==> src/rtl/axi_write_arbiter.sv <==
// Two-master AXI4-Lite write arbiter; grant held from first AW/W until the B handshake.
// Define AXI_WRITE_ARB_RR_EN for round-robin ties, otherwise master 0 has fixed priority.
`timescale 1ns/1ps
module axi_write_arbiter (
  input  logic        ACLK,
  input  logic        ARESETN,
  input  logic [1:0]  M0_AWADDR,
  input  logic        M0_AWVALID,
  output logic        M0_AWREADY,
  input  logic [31:0] M0_WDATA,
  input  logic        M0_WVALID,
  output logic        M0_WREADY,
  output logic [1:0]  M0_BRESP,
  output logic        M0_BVALID,
  input  logic        M0_BREADY,
  input  logic [1:0]  M1_AWADDR,
  input  logic        M1_AWVALID,
  output logic        M1_AWREADY,
  input  logic [31:0] M1_WDATA,
  input  logic        M1_WVALID,
  output logic        M1_WREADY,
  output logic [1:0]  M1_BRESP,
  output logic        M1_BVALID,
  input  logic        M1_BREADY,
  output logic [1:0]  S_AWADDR,
  output logic        S_AWVALID,
  input  logic        S_AWREADY,
  output logic [31:0] S_WDATA,
  output logic        S_WVALID,
  input  logic        S_WREADY,
  input  logic [1:0]  S_BRESP,
  input  logic        S_BVALID,
  output logic        S_BREADY,
  output logic [1:0]  GRANT,
  output logic        BUSY
);
  localparam int NUM_M = 2;

  typedef enum logic [1:0] {IDLE, XFER, RESP} state_t;
  state_t state, state_nxt;

  logic [NUM_M-1:0]       grant, grant_nxt, pick, req;
  logic                   aw_done, aw_done_nxt, w_done, w_done_nxt;
  logic                   aw_hs, w_hs, b_hs, xfer, resp;

  logic [NUM_M-1:0][1:0]  m_awaddr, m_bresp;
  logic [NUM_M-1:0][31:0] m_wdata;
  logic [NUM_M-1:0]       m_awvalid, m_wvalid, m_bready;
  logic [NUM_M-1:0]       m_awready, m_wready, m_bvalid;
  logic                   sel_awvalid, sel_wvalid, sel_bready;

  assign m_awaddr  = {M1_AWADDR,  M0_AWADDR};
  assign m_wdata   = {M1_WDATA,   M0_WDATA};
  assign m_awvalid = {M1_AWVALID, M0_AWVALID};
  assign m_wvalid  = {M1_WVALID,  M0_WVALID};
  assign m_bready  = {M1_BREADY,  M0_BREADY};

  assign {M1_AWREADY, M0_AWREADY} = m_awready;
  assign {M1_WREADY,  M0_WREADY}  = m_wready;
  assign {M1_BVALID,  M0_BVALID}  = m_bvalid;
  assign {M1_BRESP,   M0_BRESP}   = m_bresp;

  assign xfer = (state == XFER);
  assign resp = (state == RESP);
  assign req  = m_awvalid | m_wvalid;

  // grant is zero in IDLE, so the slave-side mux outputs zero there
  always_comb begin
    S_AWADDR    = '0;
    S_WDATA     = '0;
    sel_awvalid = 1'b0;
    sel_wvalid  = 1'b0;
    sel_bready  = 1'b0;
    for (int i = 0; i < NUM_M; i++) begin
      if (grant[i]) begin
        S_AWADDR    = m_awaddr[i];
        S_WDATA     = m_wdata[i];
        sel_awvalid = m_awvalid[i];
        sel_wvalid  = m_wvalid[i];
        sel_bready  = m_bready[i];
      end
    end
  end

  assign S_AWVALID = xfer & sel_awvalid & ~aw_done;
  assign S_WVALID  = xfer & sel_wvalid  & ~w_done;
  assign S_BREADY  = resp & sel_bready;

  assign aw_hs = S_AWVALID & S_AWREADY;
  assign w_hs  = S_WVALID  & S_WREADY;
  assign b_hs  = S_BVALID  & S_BREADY;

  for (genvar g = 0; g < NUM_M; g++) begin : g_mport
    assign m_awready[g] = grant[g] & xfer & S_AWREADY & ~aw_done;
    assign m_wready[g]  = grant[g] & xfer & S_WREADY  & ~w_done;
    assign m_bvalid[g]  = grant[g] & resp & S_BVALID;
    assign m_bresp[g]   = grant[g] ? S_BRESP : 2'b00;
  end

`ifdef AXI_WRITE_ARB_RR_EN
  logic ptr;

  assign pick = (req == 2'b11) ? (ptr ? 2'b10 : 2'b01) : req;

  always_ff @(posedge ACLK or negedge ARESETN) begin
    if (!ARESETN)  ptr <= 1'b0;
    else if (b_hs) ptr <= ~ptr;
  end
`else
  assign pick = req[0] ? 2'b01 : {req[1], 1'b0};
`endif

  always_comb begin
    state_nxt   = state;
    grant_nxt   = grant;
    aw_done_nxt = aw_done;
    w_done_nxt  = w_done;
    case (state)
      IDLE: if (|req) begin
        grant_nxt = pick;
        state_nxt = XFER;
      end
      XFER: begin
        aw_done_nxt = aw_done | aw_hs;
        w_done_nxt  = w_done  | w_hs;
        if (aw_done_nxt && w_done_nxt) state_nxt = RESP;
      end
      RESP: if (b_hs) begin
        state_nxt   = IDLE;
        grant_nxt   = '0;
        aw_done_nxt = 1'b0;
        w_done_nxt  = 1'b0;
      end
      default: begin
        state_nxt   = IDLE;
        grant_nxt   = '0;
        aw_done_nxt = 1'b0;
        w_done_nxt  = 1'b0;
      end
    endcase
  end

  always_ff @(posedge ACLK or negedge ARESETN) begin
    if (!ARESETN) begin
      state   <= IDLE;
      grant   <= '0;
      aw_done <= 1'b0;
      w_done  <= 1'b0;
    end else begin
      state   <= state_nxt;
      grant   <= grant_nxt;
      aw_done <= aw_done_nxt;
      w_done  <= w_done_nxt;
    end
  end

  assign GRANT = grant;
  assign BUSY  = (state != IDLE);
endmodule

==> config.mk <==
export PLATFORM = sky130hd
export DESIGN_NAME = axi_write_arbiter
export DESIGN_NICKNAME = d
export VERILOG_FILES = /design/src/rtl/axi_write_arbiter.sv
export SDC_FILE = /design/constraint.sdc
export NUM_CORES = 1
export LEC_CHECK = 0
export ABC_AREA = 1
export CAP_MARGIN = 20
export CORE_MARGIN = 10
export CORE_UTILIZATION = 26
export CTS_CLUSTER_DIAMETER = 50
export DETAILED_ROUTE_END_ITERATION = 8
export GPL_TIMING_DRIVEN = 0
export PLACE_DENSITY = 0.86
export RECOVER_POWER = 100
export SETUP_SLACK_MARGIN = 0.05
export SYNTH_ARGS = -nofsm -noshare
export SYNTH_HDL_FRONTEND = slang
export SYNTH_SLANG_ARGS = --single-unit
==> constraint.sdc <==
create_clock -name ACLK -period 3 [get_ports ACLK]
set_clock_uncertainty 0.2 [all_clocks]
set_input_delay 0.45 -clock ACLK [delete_from_list [all_inputs] [get_ports ACLK]]
set_output_delay 0.45 -clock ACLK [all_outputs]
set_load 0.02 [all_outputs]
# Yosys cells after proc, flatten, opt, wreduce, memory -nomap -nowiden
# Cells that the tools add are included.
# totals
regBits	6
latch_bits	0
ram_bits	0
rom_bits	0
in_bits	81
out_inout_bits	50
word_cells	67
n_memories	0
# op_classes
addsub	0
n_mul	0
div	0
n_lt_le_gt_ge	0
n_eq_ne	5
shift	0
mux	22
n_bitwise	29
reduce_logical	7
# ops
op	count
32-bit two-way mux	2
1-bit AND	22
2-bit two-way mux	9
2-bit one-hot mux with 3 select lines	2
1-bit two-way mux	7
1-bit one-hot mux with 3 select lines	2
3-bit AND reduction	2
2-bit inequality test (second input constant)	2
1-bit inverter	4
2-bit by 1-bit == test with 1-bit output (second input constant)	1
2-bit == test (second input constant)	1
2-bit logical NOT	1
2-bit by 1-bit inequality test with 1-bit output (second input constant)	1
1-bit bitwise OR	2
2-bit bitwise OR	1
2-bit AND reduction	1
2-bit nonzero test	1
2-bit OR reduction	1
1-bit logical AND	1

# Longest topological paths before layout
# depth
word_depth	9
ltp_mapped	10
depth_no_buf	9

# Worst setup path before layout
# OpenSTA, ideal clock, no wires.
# synth_timing
path_type	reg-to-output
startpoint	reg grant[0], in the netlist GRANT[0]
endpoint	out M0_BVALID
arrival_time_ns	1.286
required_ns	2.350
slack_ns	1.064
stages_incl_launch_ff	4
n_path_buf	1
cell_sequence	dfrtp_1 > buf_2 > inv_1 > nor3_1
# synth_via
elab_chain_cells	2
# synth_lines
item	line_no	rtl
from (decl)	42	logic [NUM_M-1:0] grant, grant_nxt, pick, req;
from (signal assigned)	151	grant <= grant_nxt;
1-bit AND (2 in series)	96	assign m_bvalid[g] = grant[g] & resp & S_BVALID;
to (decl)	14	output logic M0_BVALID,
# No other way between the ends.

# Worst setup path after layout
# layout_timing
startpoint	reg grant[0], in the netlist GRANT[0]
endpoint	out S_WDATA[5]
# layout_via
elab_chain_cells	2
# layout_lines
item	line_no	rtl
32-bit two-way mux (2 in series)	75	if (grant[i]) begin
to (decl)	28	output logic [31:0] S_WDATA,
# No other way between the ends.

==> metrics.cfg <==
[clock_tree]
postCtsSetupBuffers=0
root_buffer=clkbuf_4
h-tree-depth=1
clock_sink_count=6
clock_path_buffers=2
cts_tree=yes
cts_hold_buffers=0
cts_buffers=3
clkSlewWorstSetupHoldPaths_ps=50
clk_latency_ps=260
post_cts_resized=0

[worst_setup_path]
reg2reg_to=GRANT[0]
end_kind=output pin
path_class=reg -> out
r2r_start=GRANT[1]
r2r_slack_ps=1400
crit_chain=clkbuf_1 > clkbuf_2 > nand3_1 > nand2_1 > clkdlybuf4s50_1
crit_arrival_ps=2170
startpoint=GRANT[0]
crit_required_ps=2350
cpLargestDelayFamily=buffers and inverters
r2r_cells=7
critPathBufInv=3
worstPathMaxFanout=10
cp_slowest_cell=clkdlybuf4s50_1
slowest_delay_ps=630
startpoint_type=flip-flop

[power_and_ir_drop]
pwr-share-clk=0.038
max-vdd-ir-drop_mv=0.485
p_int_uw=976
power_switching_share=0.541
power_frac_comb=0.885
share_seq_of_total_power=0.077
finalPower_uw=2130
power.density_nw_per_um2=917
power_leakage_uw=0.00115
p_sw_uw=1150

[timing]
rsz0062_at_grt=false
setup_viol=0
setup_tns_ps=0
fin_crit_ps=2820
tightest_slew_ps=458
period_share=0.941
drv_slew=0
hold_violations=0
slew_headroom=0.694
max_freq_mhz=354

[global_routing]
grt_pass1_wl_mm=8.30
antenna_found_initial=0
grt_max_degree=11
grt-ovfl-total=0
grt_use_total=0.162
first_global_vias=1669

[placement]
dp.final_hpwl_mm=4.94
gp_congestion=0.815
placed_cells_incl_taps=370
portBuffers=130

[drt]
drtPass1Iterations=4
antenna_left=0
wl_per_cell_um=15.0
drt_iter0_drc=60
drc_errors=0
viasPerCell=4.49
vias=1673
routed_wl_mm=5.58

[final_layout]
final_nets=410
multi_input_area_um2=666
drive_above_1_share=0.0367
nFillCells=317
final_cells=373
register_area_um2=150
area_growth_pct=145
n_antenna_cell=0

[floorplan]
core_um2=3420
dieHeight_um=80.3
pin_count=131
die_area_um2=6450
initial_utilization=0.277
die_w_um=80.3
core.rowCount=21

[synthesis]
synth-seq-area-share=0.159
yosysUniqueCellTypes=14
synth_fp_nets=275
synth-seq-cells=6
ys_warn_count=0
syn_area_per_cell_um2=4.88
netlist_area_um2=946
syn_inst=194

[worst_hold_path]
hold_path.class=in -> async

[status]
status=finished, final reports clean

[run]
drv_cap=0

## synthesized netlist by cell type
library cell	number	area [um2]
inv_2	2	7.51
dfrtp_1	6	150
nor3_1	6	30.0
o21ai_2	1	8.76
o21ai_0	4	20.0
nand3_1	39	195
inv_1	13	48.8
buf_6	1	11.3
buf_4	1	7.51
buf_2	8	40.0
clkbuf_1	3	11.3
nor2_1	9	33.8
nand2_1	100	375
or2_1	1	6.26
## final cells by class
| type | instances | share of cell area |
|---|---|---|
| Timing Repair Buffer | 130 | 0.561 |
| Multi-Input combinational cell | 160 | 0.287 |
| Sequential cell | 6 | 0.0647 |
| Buffer | 13 | 0.0286 |
| Tap cell | 46 | 0.0248 |
| Inverter | 15 | 0.0243 |
| Clock buffer | 3 | 0.00971 |
## cell usage in the layout (no fill, tap or decap)
master / netlist / layout
clkbuf_4: 0 / 3
o21ai_0: 4 / 5
clkdlybuf4s50_1: 0 / 112
dlygate4sd3_1: 0 / 18
clkbuf_1: 3 / 6
or2_1: 1 / 1
inv_2: 2 / 2
buf_2: 8 / 3
nor3_1: 6 / 6
nand3_1: 39 / 39
buf_6: 1 / 1
dfrtp_1: 6 / 6
buf_4: 1 / 1
clkbuf_2: 0 / 2
inv_1: 13 / 13
nand2_1: 100 / 100
nor2_1: 9 / 9
## power by group through the flow
| stage | combinational (uW) | clock (uW) | sequential, uW |
|---|---|---|---|
| 2_1_floorplan | 1020 | 0 | 171 |
| 3_3_place_gp | 1920 | 0 | 161 |
| 3_5_place_dp | 1940 | 0 | 164 |
| 4_1_cts | 1940 | 81.1 | 164 |
| 5_1_grt | 2040 | 85.3 | 169 |
| 6_report | 1880 | 80.9 | 163 |
## metal layers
metal,wire [um],global-route usage,share of wire,vias to the layer above
met5,0,0,0,-
met4,47,0.0387,0.0084,0
met3,529,0.0657,0.095,5
met2,3020,0.311,0.54,64
met1,1980,0.155,0.36,727
li1,-,-,-,877
## kinds of logic (layout without fill, tap and decap cells)
family                 count (synthesis)  in the layout  share of synthesized area
DFF                                    6              6                      0.159
AOI/OAI and AO/OA                      5              5                     0.0304
buffers and inverters                 28            161                      0.134
and+or+nand+nor                      155            155                      0.677
## metrics by stage
step	hold WS (ps)	cell area [um2]	utilization	worst slack (ps)
4_1_cts	252	2330	0.681	206
3_3_place_gp	332	2300	0.675	486
2_1_floorplan	-45.6	946	-	1060
6_report	311	2320	0.679	176
3_5_place_dp	344	2300	0.675	484
5_1_grt	329	2320	0.679	38.2
## worst reg2reg max path, delay by kind of cell, from the launching register on
family | cells | cell delay, ps
compound gates | 2 | 360
buf+inv | 1 | 80
flops | 1 | 440
simple gates | 4 | 400
## flip-flops by register name (all words and copies together) (netlist names)
| name | flops |
|---|---|
| GRANT | 2 |
| state | 2 |
| aw_done | 1 |
| w_done | 1 |
## worst max path at each step
stage | end | slack, ps | cells after the start
2_1_floorplan | M0_BVALID | 1060 | 3
3_3_place_gp | S_WVALID | 490 | 6
3_5_place_dp | S_WDATA[14] | 480 | 6
4_1_cts | S_WDATA[14] | 210 | 6
5_1_grt | S_WDATA[29] | 40 | 5
6_report | S_WDATA[5] | 180 | 5
(Power assumes the default switching activity.)
==> variant (config.mk and constraints unchanged) <==
Encoding of `state_t`: now one-hot (3 bits for 3 states).
--- a/src/rtl/axi_write_arbiter.sv
+++ b/src/rtl/axi_write_arbiter.sv
@@ -37,5 +37,5 @@
   localparam int NUM_M = 2;
 
-  typedef enum logic [1:0] {IDLE, XFER, RESP} state_t;
+  typedef enum logic [2:0] {IDLE = 3'b001, XFER = 3'b010, RESP = 3'b100} state_t;
   state_t state, state_nxt;
 
Behaviour: no difference found for any inputs over 10 cycles, from zero or initial values and one cycle with ARESETN low; not proved beyond that.
==> variant against the unedited design <==
- critical endpoint is now S_AWADDR[0]
- via count decreased by 15%
- clock power increased by 7.2%
- routed wire length increased by 2.3%
- register-to-register slack improved by 0.06 ns
- area after synthesis decreased by 7.3%
- sequential cell count up 1
- power is 38% lower
- largest cell class unchanged
- first-iteration DRC count decreased by 28%
- setup slack gained 0.028 ns
- non-clock buffer count fell by 5
- sequential power down 6%
- design area decreased by 2.6%
==> variant: results (changes against the unedited design) <==
- Dominant cells by area after synthesis: a22o_1, dfrtp_1, nand2_1
- Drt first pass iters: 4 (unchanged)
- Largest net degree at the start of global routing: 11 (unchanged)
- Antenna violations before repair: 0 (unchanged)
- Area growth from synthesis to layout: 157%
- Place WS: 0.463 ns (-0.0213 ns)
- Sw Ratio: 49.0% (-5.2 points)
- Synth async-reset ratio: 100% (unchanged)
- Vias: 1423 (-15%)
- Critical path endpoint: S_AWADDR[0]
- # Post-CTS Setup Buffers: 0 (unchanged)
- Leakage power: 1.11 nW (-3.0%)
- Wire per inst: 18.5 um (+24%)
- Clock Latency Late Sink: 0.26 ns (about the same)
- Status: finished clean
- Worst r2r src: GRANT[0]$_DFFE_PN0P_
- R2R Path End: GRANT[0]$_DFFE_PN0P_
- Peak VDD IR: 0.420 mV (-13%)
- First-pass GRT wire length: 8.55 mm (+3.0%)
- Routability Congestion: 0.888 (+9.0%)
- FF-to-FF path depth: 7 (unchanged)
- Unique cell type count in the Yosys netlist: 19 (+5)
- Clock tree buffer depth: 2 (unchanged)
- CP arrival: 2.15 ns (-0.02 ns)
- IO Port Bufs: 130 (unchanged)
- CP Max Fanout: 10 (unchanged)
- Crit path from: GRANT[0]$_DFFE_PN0P_
- Clock Tree Root: clkbuf_4
- Synthesized Nets: 209 (-24%)
- CTS clk-pin slew, worst paths: 0.05 ns (about the same)
- Nets: 344 (-16%)
- Post-synth top flop: dfrtp_1
- Class of the worst hold path: in -> async
- H-tree Lvls: 1 (unchanged)
- Post-synth top cells: a22o_1, nand2_1, inv_1
- GRT Overall Usage: 17.7% (+1.5 points)
- Area after DPL: 0.00224 mm^2 (-3.0%)
- Most flop-heavy register: state
- Register-to-register setup slack: 1.46 ns (+0.06 ns)
- Fin worst setup slack: 0.205 ns (+0.0283 ns)
- Largest register FFs: 3
- Seq/Total Area, Yosys: 20.1% (+4.2 points)
- Synth Warn #: 0 (unchanged)
- HPWL after detailed placement: 5.12 mm (+3.8%)
- Slew at the pin closest to its max-slew limit: 0.441 ns (-0.0173 ns)
- Share of layout cells above drive strength 1: 6.87% (+3.2 points)
- Starting DRC count in detailed routing: 43 (-28%)
- Fillers: 284 (-10%)
- TritonCTS Buffers: 3 (unchanged)
[variant: cell types whose count changed after synthesis, sizes merged]
cell    before  now
a21oi        0    1
inv         15   20
clkbuf       3    1
nand4        0    1
or2          1    0
buf         10    7
nand2      100   29
nor3         6    7
nand3       39    7
dfstp        0    1
a22o         0   34
[variant: logic make-up after synthesis]
logic type	share of synthesized area (%)
simple gates	28.2
compound gates	37.8
buf+inv	13.8
flops	20.1
[variant: through the flow]
| stage | cells | hold slack, ns | total power (W) |
|---|---|---|---|
| 2_1_floorplan | 128 | -0.0456 | 0.000741 |
| 3_3_place_gp | 304 | 0.433 | 0.00129 |
| 3_5_place_dp | 304 | 0.451 | 0.00130 |
| 4_1_cts | 308 | 0.242 | 0.00139 |
| 5_1_grt | 308 | 0.326 | 0.00140 |
| 6_report | 308 | 0.312 | 0.00131 |
[variant: critical path, cell delays in order, from the launching register on]
cell	delay [ns]
dfrtp_1	0.49
inv_2	0.11
nor2_8	0.15
clkbuf_2	0.26
a22o_1	0.19
dlygate4sd3_1	0.68
[variant: metal layers]
metal / global-route usage (%) / wire length, um
met5: 0 / 0
met4: 3.58 / 67
met3: 6.49 / 443
met2: 33.2 / 3160
met1: 18.3 / 2040
[variant: layout make-up]
cell class | count | area share, %
timing repair buffer | 130 | 57.6
multi-input combinational | 93 | 25.5
sequential | 7 | 7.81
inverter | 20 | 3.32
tap | 46 | 2.55
buffer | 8 | 2.05
clock buffer | 4 | 1.16
[variant: power groups by stage]
stage / Combinational, W / Sequential (W) / Clock [W]
after floorplan: 0.000583 / 0.000159 / 0
after global routing: 0.00115 / 0.000159 / 0.0000971
after CTS: 0.00115 / 0.000153 / 0.0000912
after detailed placement: 0.00114 / 0.000155 / 0
final: 0.00107 / 0.000153 / 0.0000867
after global placement: 0.00113 / 0.000154 / 0
